===== src/rtl/ps2_host_tx.sv =====
// ps2_host_tx: host-to-device PS/2 command transmitter.
// Drives the shared clock/data lines through open-drain enables.
module ps2_host_tx #(
  parameter int CLKFREQ_KHZ = 16000,
  parameter int INHIBIT_US  = 120,
  parameter int TIMEOUT_US  = 15000,
  parameter int FILTER_LEN  = 8
) (
  input  logic       clk,
  input  logic       reset_n,
  input  logic [7:0] tx_data,
  input  logic       tx_start,
  output logic       tx_busy,
  output logic       tx_done,
  output logic       tx_error,
  output logic       rx_inhibit,
  input  logic       ps2clk_in,
  input  logic       ps2dat_in,
  output logic       ps2clk_oe,
  output logic       ps2dat_oe
);

  localparam int INH_CNT = CLKFREQ_KHZ * INHIBIT_US / 1000;
  localparam int TO_CNT  = CLKFREQ_KHZ * TIMEOUT_US / 1000;
  localparam int CMAX    = (TO_CNT > INH_CNT) ? TO_CNT : INH_CNT;
  localparam int CW      = $clog2(CMAX + 1);

  // cnt starts at 1 on acceptance so the clock is held exactly INH_CNT cycles
  localparam logic [CW-1:0] INH_LAST = CW'(INH_CNT - 1);
  // the error pulse lands TO_CNT cycles after the clock is released
  localparam logic [CW-1:0] TO_LAST  = CW'(TO_CNT - 2);

  typedef enum logic [2:0] {
    S_IDLE,
    S_INHIBIT,
    S_REQ,
    S_BITS,
    S_ACK,
    S_WAITIDLE,
    S_DONE,
    S_ERROR
  } state_t;

  state_t                state;
  logic [1:0]            clk_sync;
  logic [1:0]            dat_sync;
  logic [FILTER_LEN-1:0] clk_hist;
  logic [FILTER_LEN-1:0] dat_hist;
  logic                  clk_f;
  logic                  dat_f;
  logic                  clk_f_d;
  logic                  fall;
  logic                  to_hit;
  logic [9:0]            frame;
  logic [3:0]            bitcnt;
  logic [CW-1:0]         cnt;

  assign fall       = clk_f_d & ~clk_f;
  assign to_hit     = (cnt == TO_LAST);
  assign rx_inhibit = tx_busy;

  // two-flop synchronisers feeding a sample history per line
  always_ff @(posedge clk) begin
    if (!reset_n) begin
      clk_sync <= '1;
      dat_sync <= '1;
      clk_hist <= '1;
      dat_hist <= '1;
    end else begin
      clk_sync <= {clk_sync[0], ps2clk_in};
      dat_sync <= {dat_sync[0], ps2dat_in};
      clk_hist <= {clk_hist[FILTER_LEN-2:0], clk_sync[1]};
      dat_hist <= {dat_hist[FILTER_LEN-2:0], dat_sync[1]};
    end
  end

  // a level is accepted only once the whole history agrees
  always_ff @(posedge clk) begin
    if (!reset_n) begin
      clk_f   <= 1'b1;
      dat_f   <= 1'b1;
      clk_f_d <= 1'b1;
    end else begin
      if (&clk_hist)
        clk_f <= 1'b1;
      else if (~|clk_hist)
        clk_f <= 1'b0;
      if (&dat_hist)
        dat_f <= 1'b1;
      else if (~|dat_hist)
        dat_f <= 1'b0;
      clk_f_d <= clk_f;
    end
  end

  // transmit sequencer with registered line enables and status
  always_ff @(posedge clk) begin
    if (!reset_n) begin
      state     <= S_IDLE;
      tx_busy   <= 1'b0;
      tx_done   <= 1'b0;
      tx_error  <= 1'b0;
      ps2clk_oe <= 1'b0;
      ps2dat_oe <= 1'b0;
      frame     <= '0;
      bitcnt    <= '0;
      cnt       <= '0;
    end else begin
      tx_done  <= 1'b0;
      tx_error <= 1'b0;
      unique case (state)
        S_IDLE: begin
          ps2clk_oe <= 1'b0;
          ps2dat_oe <= 1'b0;
          if (tx_start) begin
            frame     <= {1'b1, ~^tx_data, tx_data};
            tx_busy   <= 1'b1;
            ps2clk_oe <= 1'b1;
            cnt       <= CW'(1);
            state     <= S_INHIBIT;
          end
        end
        S_INHIBIT: begin
          cnt <= cnt + 1'b1;
          if (cnt >= INH_LAST) begin
            ps2dat_oe <= 1'b1;
            state     <= S_REQ;
          end
        end
        S_REQ: begin
          ps2clk_oe <= 1'b0;
          bitcnt    <= '0;
          cnt       <= '0;
          state     <= S_BITS;
        end
        S_BITS: begin
          if (fall) begin
            ps2dat_oe <= ~frame[0];
            frame     <= {1'b0, frame[9:1]};
            bitcnt    <= bitcnt + 1'b1;
            cnt       <= '0;
            if (bitcnt == 4'd9)
              state <= S_ACK;
          end else if (to_hit) begin
            state <= S_ERROR;
          end else begin
            cnt <= cnt + 1'b1;
          end
        end
        S_ACK: begin
          if (fall) begin
            cnt   <= '0;
            state <= dat_f ? S_ERROR : S_WAITIDLE;
          end else if (to_hit) begin
            state <= S_ERROR;
          end else begin
            cnt <= cnt + 1'b1;
          end
        end
        S_WAITIDLE: begin
          if (clk_f && dat_f)
            state <= S_DONE;
          else if (to_hit)
            state <= S_ERROR;
          else
            cnt <= cnt + 1'b1;
        end
        S_DONE: begin
          tx_done <= 1'b1;
          tx_busy <= 1'b0;
          state   <= S_IDLE;
        end
        S_ERROR: begin
          ps2clk_oe <= 1'b0;
          ps2dat_oe <= 1'b0;
          tx_error  <= 1'b1;
          tx_busy   <= 1'b0;
          state     <= S_IDLE;
        end
        default: state <= S_IDLE;
      endcase
    end
  end

endmodule


===== config.mk =====
export PLATFORM = sky130hd
export DESIGN_NAME = ps2_host_tx
export DESIGN_NICKNAME = d
export VERILOG_FILES = /design/src/rtl/ps2_host_tx.sv
export SDC_FILE = /design/constraint.sdc
export NUM_CORES = 1
export LEC_CHECK = 0
export ABC_CLOCK_PERIOD_IN_PS = 2750
export BUFFER_PORTS_ARGS = -buffer_cell sky130_fd_sc_hd__buf_2
export CAP_MARGIN = 20
export CORE_AREA = 4 4 57 98
export CTS_CLUSTER_SIZE = 20
export DETAILED_ROUTE_END_ITERATION = 8
export DIE_AREA = 0 0 61 102
export GPL_TIMING_DRIVEN = 0
export PLACE_DENSITY = 0.92
export SLEW_MARGIN = 20
export SYNTH_ARGS = -nofsm -noshare
export SYNTH_HDL_FRONTEND = slang
export SYNTH_SLANG_ARGS = --single-unit
export TNS_END_PERCENT = 100

===== constraint.sdc =====
create_clock -name clk -period 2.75 [get_ports clk]
set_input_delay 0.55 -clock clk [delete_from_list [all_inputs] [get_ports clk]]
set_output_delay 0.55 -clock clk [all_outputs]
set_load 0.02 [all_outputs]

==> results of run 1 <==
cells by family after synthesis:
| family | after synthesis |
|---|---|
| xor+xnor | 9 |
| simple gates | 147 |
| buf+inv | 21 |
| fa+ha+maj | 4 |
| compound gates | 88 |
| flops | 63 |
| mux | 9 |
critical path, stage by stage (launching register included):
cell and delay [ns]:
dfxtp_1 0.35, inv_1 0.07, ha_1 0.20, nand4_1 0.10
nor4_1 0.35, nand2_1 0.21, o21ba_1 0.22, buf_4 0.18
a41oi_1 0.22, a211oi_1 0.07
through the flow:
stage | utilization, % | area (sq um)
after floorplan | - | 2984
after global placement | 64.78 | 3142
after detailed placement | 64.78 | 3142
after CTS | 67.91 | 3293
after global routing | 67.91 | 3293
final | 67.91 | 3293
final timing paths:
path | slack (ns) | startpoint | to
setup reg to reg | 0.65 | cnt[0] | cnt[4]
setup / recovery | 0.65 | cnt[0] | cnt[4]
hold reg to reg | 0.41 | dat_sync[1] | dat_hist[0]
hold / removal | 0.39 | ps2dat_in | dat_sync[0]
flip-flops by register name, summed over array words and instances (netlist names):
register and flops:
clk_f 1, rx_inhibit 1, dat_sync 2, clk_hist 8, tx_done 1, ps2dat_oe 1, bitcnt 4, clk_sync 2
state 3, dat_f 1, dat_hist 8, cnt 18, clk_f_d 1, frame 10, ps2clk_oe 1, tx_error 1
layer usage:
metal,vias to the layer above,part of all wire (%)
li1,1292,-
met2,115,52
met3,48,5.1
met5,-,0
met4,0,6.2
met1,1300,37
final cells by class:
type	count	area share, %
inverters	4	0.4559
clock inverters	5	0.8359
clock buffers	9	3.761
flip-flops and latches	63	38.30
well taps	54	2.052
plain buffers	17	2.470
multi-input cells	257	49.39
repair buffers	18	2.736
placed cells by master (no fill, tap or decap), types with 6 or more instances in the layout:
cell | netlist | final
a21oi_1 | 12 | 12
and2_1 | 8 | 8
and3_1 | 6 | 6
buf_2 | 8 | 26
clkbuf_1 | 7 | 7
clkbuf_8 | 0 | 9
dfxtp_1 | 63 | 63
mux2i_1 | 9 | 9
nand2_1 | 45 | 45
nand2b_1 | 24 | 24
nand3_1 | 13 | 13
nand4_1 | 7 | 7
nor2_1 | 15 | 15
nor2b_1 | 6 | 6
o211a_1 | 9 | 9
o211ai_1 | 8 | 8
o21ai_0 | 21 | 21
xnor2_1 | 6 | 6
power groups by stage:
| stage | combinational [mW] | clock [mW] | sequential, mW |
|---|---|---|---|
| final | 0.279 | 0.654 | 0.970 |
| after global routing | 0.305 | 0.697 | 0.974 |
| after CTS | 0.275 | 0.663 | 0.970 |
| after detailed placement | 0.272 | 0 | 0.990 |
| after global placement | 0.262 | 0 | 0.987 |
| after floorplan | 0.191 | 0 | 0.989 |
==> flow_summary.toml, run 1 <==
[power_and_ir_drop]
sw_frac_of_total_pct = 28.56
power_frac_seq_pct = 51.0
switchingPower_mw = 0.5435
clock_power_share_pct = 34.4
total_power_mw = 1.903
p_per_area_nw_per_um2 = 577.9
irDropWorstVdd_uv = 472.0
internal_power_mw = 1.360
p_leak_nw = 1.375
combPwrFrac_pct = 14.6

[place]
post-dp-hpwl_microns = 5283
port_buffers = 18
place_ws_ns = 0.6876
place_congestion = 0.9724
place_inst = 413

[finish]
fin_cells = 427
fillers = 386
nNetsFinal = 387
antennaDiodeCount = 0
seq_area_sq_um = 1261
drive_gt1_share_pct = 14.21
multi_input_area_sq_um = 1627
area_growth_pct = 10.36

[logic_synthesis]
synth_edf_count = 0
synthSimpleGateAreaFrac_pct = 26.25
yosys-mux-area-fraction_pct = 3.019
ys_ff_latch = 63
synthArstFlopShare_pct = 0
synth_fa_ha_area_share_pct = 1.677
netlist_instances = 341
synth.avg_cell_area_sq_um = 8.751
syn_nets = 358
seq_area_frac_synth_pct = 42.26
synth_compound_area_share_pct = 20.92
ys_types = 54
ys.flop_type = "dfxtp_1"
syn_area_sq_um = 2984
yosysWarnings = 0
yosysTopAreaCell = "dfxtp_1"
synth_top_family_by_area = "simple AND/OR/NAND/NOR gates"
synth_xor_area_share_pct = 2.642
synth_most_common_cell = "dfxtp_1"
ys_top_cells_by_area = "dfxtp_1, nand2_1, nand2b_1, o21ai_0, mux2i_1"
synth_top_area_share_pct = 42.26
yosys-top-cells-count = "dfxtp_1, nand2_1, nand2b_1, o21ai_0, nor2_1"

[floorplanning]
die_y_microns = 102
initial_core_util_pct = 61.53
pin_count = 19
fp-row-count = 34
fp.dieW_microns = 61
dieArea_sq_um = 6222
core-area_sq_um = 4850

[sta]
report.final.slew_viol_count = 0
period_needed_ns = 2.102
tightest_slew_ns = 0.6839
finalHoldViolCount = 0
whs_ns = 0.3939
max_freq_mhz = 475.8
skew_ns = 0.007385
post-route-period-util_pct = 76.43
maxSlewHeadroom_pct = 53.92
finalSetupTns_ns = 0
fin_ws_ns = 0.6482
rsz0062_at_grt = "false"
setup_viol = 0

[global_routing]
met2_usage_pct = 45.67
met3_usage_pct = 6.321
use_met1_pct = 26.60
antenna_found_initial = 0
first_global_vias = 2744
grt_pass1_wl_microns = 12220
top_usage_layer = "met2"
track_usage_pct = 25.97
grt_overflow_total = 0
grt_max_degree = 11

[clock_tree]
cts_max_level = 3
insertion_delay_ns = 0.34
cts.path.max_buffers = 2
ctsResizeCount = 0
cts_buffers = 9
post-cts-setup-buffer-count = 0
cts_sinks = 63
cts_tree = "built"
path_clk_slew_ns = 0.06
root_buffer = "clkbuf_8"
cts_hold_buf = 0

[routing]
wl_per_cell_microns = 17.28
drc = 0
first_iter_violations = 204
wirelength_microns = 7380
dr.pass1.iters = 7
num_vias = 2755
via_per_inst = 6.452
ant_nets = 0

[critical_path]
worstPathArrival_ns = 2.32
reg2reg_depth = 9
worstPathMaxFanout = 10
cp.required_ns = 2.97
critPathKind = "reg -> reg"
critPathCaptureType = "flip-flop"
startpoint_type = "flip-flop"

[worst_hold_path]
hold_depth = 2
worstHoldPathType = "in -> reg"

[run_status]
outcome = "complete, no violations"

[run]
maxCapViolCount = 0
(Power assumes the default switching activity.)
==> inputs of run 2 (changes only) <==
ABC_AREA = 1   (was default)
ABC_CLOCK_PERIOD_IN_PS = 2000   (was 2750)
CORE_AREA = 4 4 61 105   (was 4 4 57 98)
DIE_AREA = 0 0 65 109   (was 0 0 61 102)
PLACE_DENSITY = 0.89   (was 0.92)
clock period = 2 ns   (was 2.75 ns; I/O delays follow)
==> run 2 against run 1 <==
Compared with the run above:
- sequential share of layout area down 4.6 points
- register-to-register slack got worse by 0.53 ns
- total power rose by 64%
- critical path depth is the same
- final area is 14% higher
- cell count rose by 35%
- die area grew 14%
- first-iteration DRC count rose by 58%
- worst setup slack worse by 0.53 ns
- highest routed layer unchanged
- wire length grew 18%
- critical path type unchanged
- clock power rose by 110%
- largest power group is now the clock network
==> flow_summary.toml, run 2 <==
[finish]
layout_commonest_cell = "nand2_1"
multi_input_area_sq_um = 1754
nNetsFinal = 514
largest_register_ffs = 18
drive_gt1_share_pct = 15.54
fillers = 467
final_util_pct = 67.62
final_area_sq_um = 3746
layout_common_cells = "nand2_1, dfxtp_1, inv_1"
seq_area_sq_um = 1261
reg_top3 = "cnt (18), frame (10)"
area_growth_pct = 13.07
antennaDiodeCount = 0
largest-register = "cnt"
fin_cells = 578

[power_and_ir_drop]
irDropWorstVdd_uv = 719.7
p_per_area_nw_per_um2 = 835.2
total_power_mw = 3.129
p_leak_nw = 1.663

[sta]
period_needed_ns = 1.880
fin_ws_ns = 0.1200
whs_ns = 0.2332
maxSlewHeadroom_pct = 59.45
finalHoldViolCount = 0
max_freq_mhz = 531.9
skew_ns = 0.01469
setup_viol = 0
report.final.slew_viol_count = 0
post-route-period-util_pct = 94.00
tightest_slew_ns = 0.6083
finalSetupTns_ns = 0

[logic_synthesis]
syn_area_sq_um = 3313
ys_ff_latch = 63
synth_top_area_share_pct = 38.07
netlist_instances = 469
yosysWarnings = 0
synth.avg_cell_area_sq_um = 7.064
synthArstFlopShare_pct = 0
ys.flop_type = "dfxtp_1"
yosysTopAreaCell = "dfxtp_1"
seq_area_frac_synth_pct = 38.07
synth_edf_count = 0
syn_nets = 486
ys_types = 38
yosys-top-cells-count = "nand2_1, dfxtp_1, inv_1, nor2_1, nand3_1"
synth_most_common_cell = "nand2_1"
ys_top_cells_by_area = "dfxtp_1, nand2_1, inv_1, nand3_1, nand4_1"

[place]
place_ws_ns = 0.1496
port_buffers = 17
post-dp-hpwl_microns = 6373
place_area_sq_um = 3493
place_congestion = 0.9702
place_inst = 562

[critical_path]
cp.buffers_inverters = 0
worstPathArrival_ns = 2.16
cp_cell_sequence = "ha_1 -> nand2_1 -> nor2_4 -> nand2_1 -> nor2_2 -> o21ai_0 -> a21oi_2 -> nand2_1 -> a21oi_1"
critPathKind = "reg -> reg"
startpoint_type = "flip-flop"
ff2ff_setup_slack_ns = 0.12
cpMostUsedCell = "nand2_1"
critPathCaptureType = "flip-flop"
crit_family = "simple AND/OR/NAND/NOR gates"
critical_path.slowest_cell = "dfxtp_1"
cp.required_ns = 2.28
worstPathMaxFanout = 8
cpPeakStageDelay_ns = 0.41

[floorplanning]
dieArea_sq_um = 7085
core-area_sq_um = 5540
initial_core_util_pct = 59.80
die_y_microns = 109
fp-row-count = 36
fp.dieW_microns = 65
pin_count = 19

[routing]
dr.pass1.iters = 6
first_iter_violations = 323
drc = 0
wl_per_cell_microns = 15.06
via_per_inst = 5.694
wirelength_microns = 8702
ant_nets = 0
num_vias = 3291

[run]
maxCapViolCount = 0

[global_routing]
first_global_vias = 3216
grt_max_degree = 12
grt_overflow_total = 0
antenna_found_initial = 0
grt_pass1_wl_microns = 14570
track_usage_pct = 27.30

[clock_tree]
root_buffer = "clkbuf_8"
cts.path.max_buffers = 2
post-cts-setup-buffer-count = 0
cts_buffers = 9
cts_sinks = 63
insertion_delay_ns = 0.36
cts_max_level = 3
cts_tree = "built"
path_clk_slew_ns = 0.07

[run_status]
outcome = "complete, no violations"

[worst_hold_path]
worstHoldPathType = "in -> reg"
[run 2: worst reg2reg max path: stages, from the launching register on]
cell,delay (ns)
dfxtp_1,0.41
ha_1,0.19
nand2_1,0.11
nor2_4,0.22
nand2_1,0.10
nor2_2,0.15
o21ai_0,0.18
a21oi_2,0.23
nand2_1,0.08
a21oi_1,0.14
[run 2: cell families after synthesis]
logic type	synth area share (%)
xor+xnor	1.850
compound gates	12.46
simple gates	36.93
buf+inv	9.177
fa+ha+maj	1.511
flops	38.07
[run 2: layout make-up]
type                       instances  share of cell area [%]
buffer                            13                   2.071
clock buffer                      11                   3.774
clock inverter                     5                   2.806
tap                               76                   2.538
multi-input combinational        333                   46.83
inverter                          60                   6.045
timing repair buffer              17                   2.271
sequential                        63                   33.67
[run 2: worst paths after layout]
check                end         from  depth (start not counted)
min          clk_sync[0]    ps2clk_in                          2
min reg2reg  clk_sync[1]  clk_sync[0]                          1
max reg2reg     state[1]       cnt[1]                          9
max             state[1]       cnt[1]                          9
[run 2: timing repair]
item / CTS / global route
endpoints found under the hold margin: 0 / 0
hold buffers: 0 / 0
resized for setup: 0 / 2
endpoints found under the setup margin: 0 / 3
[run 2: layer usage]
layer | vias up | track usage [%] | wire (microns)
li1 | 1604 | - | -
met1 | 1514 | 25.93 | 3082
met2 | 135 | 50.70 | 4734
met3 | 38 | 8.351 | 444
met4 | 0 | 15.28 | 440
met5 | - | 0 | 0
[run 2: power breakdown]
group	switching (mW)	internal, mW	leakage (nW)
logic	0.276	0.144	1.03
clock network	0.508	0.862	0.116
registers	0.0363	1.30	0.513
==> inputs of run 3 (changes only) <==
ABC_AREA = default   (was 1)
CORE_AREA = 4 4 59 101   (was 4 4 61 105)
DIE_AREA = 0 0 63 105   (was 0 0 65 109)
PLACE_DENSITY = 0.87   (was 0.89)
==> run 3 against run 2 <==
Compared with the run above:
- sequential share of layout area rose by 2.9 points
- wire length down 16%
- total power is 4.9% lower
- hold slack is essentially flat
- global-route usage is 4.7 points lower
- cell count fell by 25%
- worst setup slack worse by 0.075 ns
- largest cell class unchanged
==> flow_summary.toml, run 3 (synthesis gave the netlist of run 1 again) <==
[run_status]
outcome = "complete, no violations"

[critical_path]
critPathKind = "reg -> reg"
ff2ff_setup_slack_ns = 0.05
worstPathMaxFanout = 10
worstPathArrival_ns = 2.17
cp.required_ns = 2.22
startpoint_type = "flip-flop"
critPathCaptureType = "flip-flop"

[power_and_ir_drop]
combPwrFrac_pct = 13.2
irDropWorstVdd_uv = 904.7
switchingPower_mw = 0.7598
sw_frac_of_total_pct = 25.53
power_frac_seq_pct = 44.8
internal_power_mw = 2.217
total_power_mw = 2.977
p_leak_nw = 1.426
p_per_area_nw_per_um2 = 861.4
clock_power_share_pct = 42.0

[sta]
period_needed_ns = 1.955
whs_ns = 0.2334
tightest_slew_ns = 0.4999
maxSlewHeadroom_pct = 66.67
finalHoldViolCount = 0
setup_viol = 0
max_freq_mhz = 511.6
report.final.slew_viol_count = 0
skew_ns = 0.005225
post-route-period-util_pct = 97.73

[routing]
drc = 0
dr.pass1.iters = 5
num_vias = 2729
wl_per_cell_microns = 16.82
wirelength_microns = 7268
via_per_inst = 6.317
ant_nets = 0
first_iter_violations = 226

[finish]
fillers = 407
largest-register = "cnt"
layout_commonest_cell = "dfxtp_1"
drive_gt1_share_pct = 17.77
fin_cells = 432
largest_register_ffs = 18
reg_top3 = "cnt (18), frame (10)"
nNetsFinal = 389
antennaDiodeCount = 0
layout_common_cells = "dfxtp_1, nand2_1, buf_2"
final_util_pct = 66.31
area_growth_pct = 15.81

[clock_tree]
insertion_delay_ns = 0.34
cts_buffers = 9
cts.path.max_buffers = 2
cts_max_level = 3
cts_tree = "built"
root_buffer = "clkbuf_8"
cts_sinks = 63
path_clk_slew_ns = 0.07
cts_hold_buf = 0

[floorplanning]
core-area_sq_um = 5211
dieArea_sq_um = 6615
pin_count = 19
initial_core_util_pct = 57.26
die_y_microns = 105
fp.dieW_microns = 63
fp-row-count = 35

[place]
place_congestion = 0.9793
place_inst = 414
post-dp-hpwl_microns = 5044
port_buffers = 18

[run]
maxCapViolCount = 0

[worst_hold_path]
worstHoldPathType = "in -> reg"

[global_routing]
grt_overflow_total = 0
antenna_found_initial = 0
track_usage_pct = 22.60
first_global_vias = 2610
grt_max_degree = 12
grt_pass1_wl_microns = 11800
==> run 3: cell count changes in the layout (fill, tap and decap cells not counted), sizes merged, moves of 9 or more <==
cell | previous run | this run
nand2 | 124 | 47
nand4 | 24 | 7
nand3 | 33 | 15
inv | 58 | 4
nor2 | 44 | 15
a21oi | 30 | 13
nand2b | 0 | 24
mux2i | 0 | 9
==> run 3: per-layer routing <==
metal | share of wire [%] | global-route usage [%] | wire length, microns | vias to the layer above
li1 | - | - | - | 1294
met1 | 38 | 22.76 | 2752 | 1284
met2 | 51 | 39.68 | 3742 | 113
met3 | 4.8 | 6.022 | 351 | 38
met4 | 5.8 | 15.17 | 422 | 0
met5 | 0 | 0 | 0 | -
==> run 3: layout make-up <==
cell class / count / area (sq um) / share of cell area [%]
multi-input cells: 257 / 1687 / 48.81
flip-flops and latches: 63 / 1264 / 36.57
clock buffers: 11 / 151.4 / 4.381
repair buffers: 20 / 105.1 / 3.041
plain buffers: 17 / 85.08 / 2.462
clock inverters: 5 / 80.08 / 2.317
well taps: 55 / 68.82 / 1.991
inverters: 4 / 15.01 / 0.4345
==> run 3: worst max-delay path: stages (launching register included) <==
cell      delay [ns]
dfxtp_2         0.34
inv_1           0.07
ha_2            0.19
nand4_1         0.11
nor4_2          0.29
nand2_1         0.18
o21ba_1         0.23
buf_6           0.16
a41oi_2         0.19
a211oi_1        0.07
==> run 3: final timing paths <==
check	to	start	depth (start not counted)
max	cnt[4]	cnt[0]	9
min	clk_sync[0]	ps2clk_in	2
max reg2reg	cnt[4]	cnt[0]	9
min reg2reg	clk_sync[1]	clk_sync[0]	1
==> run 3: per-stage QoR <==
step | area (sq um) | worst slack, ns | setup TNS (ns)
after floorplan | 2984 | 0.3037 | 0
after global placement | 3143 | 0.004946 | 0
after detailed placement | 3143 | -0.03014 | -0.05856
after CTS | 3381 | 0.04914 | 0
after global routing | 3456 | -0.06180 | -0.3463
final | 3456 | 0.04545 | 0
==> run 3: what timing repair did <==
action / CTS / global route
setup buffers: 0 / 2
gates cloned: 0 / 0
pin swaps: 0 / 3
resized for setup: 2 / 13
endpoints found under the setup margin: 4 / 15
==> run 3: power groups by stage <==
| stage | clock network (mW) | logic [mW] | registers [mW] |
|---|---|---|---|
| floorplan | 0 | 0.263 | 1.36 |
| global placement | 0 | 0.361 | 1.36 |
| detailed placement | 0 | 0.370 | 1.36 |
| CTS | 1.27 | 0.373 | 1.33 |
| global route | 1.32 | 0.429 | 1.34 |
| finish | 1.25 | 0.393 | 1.33 |
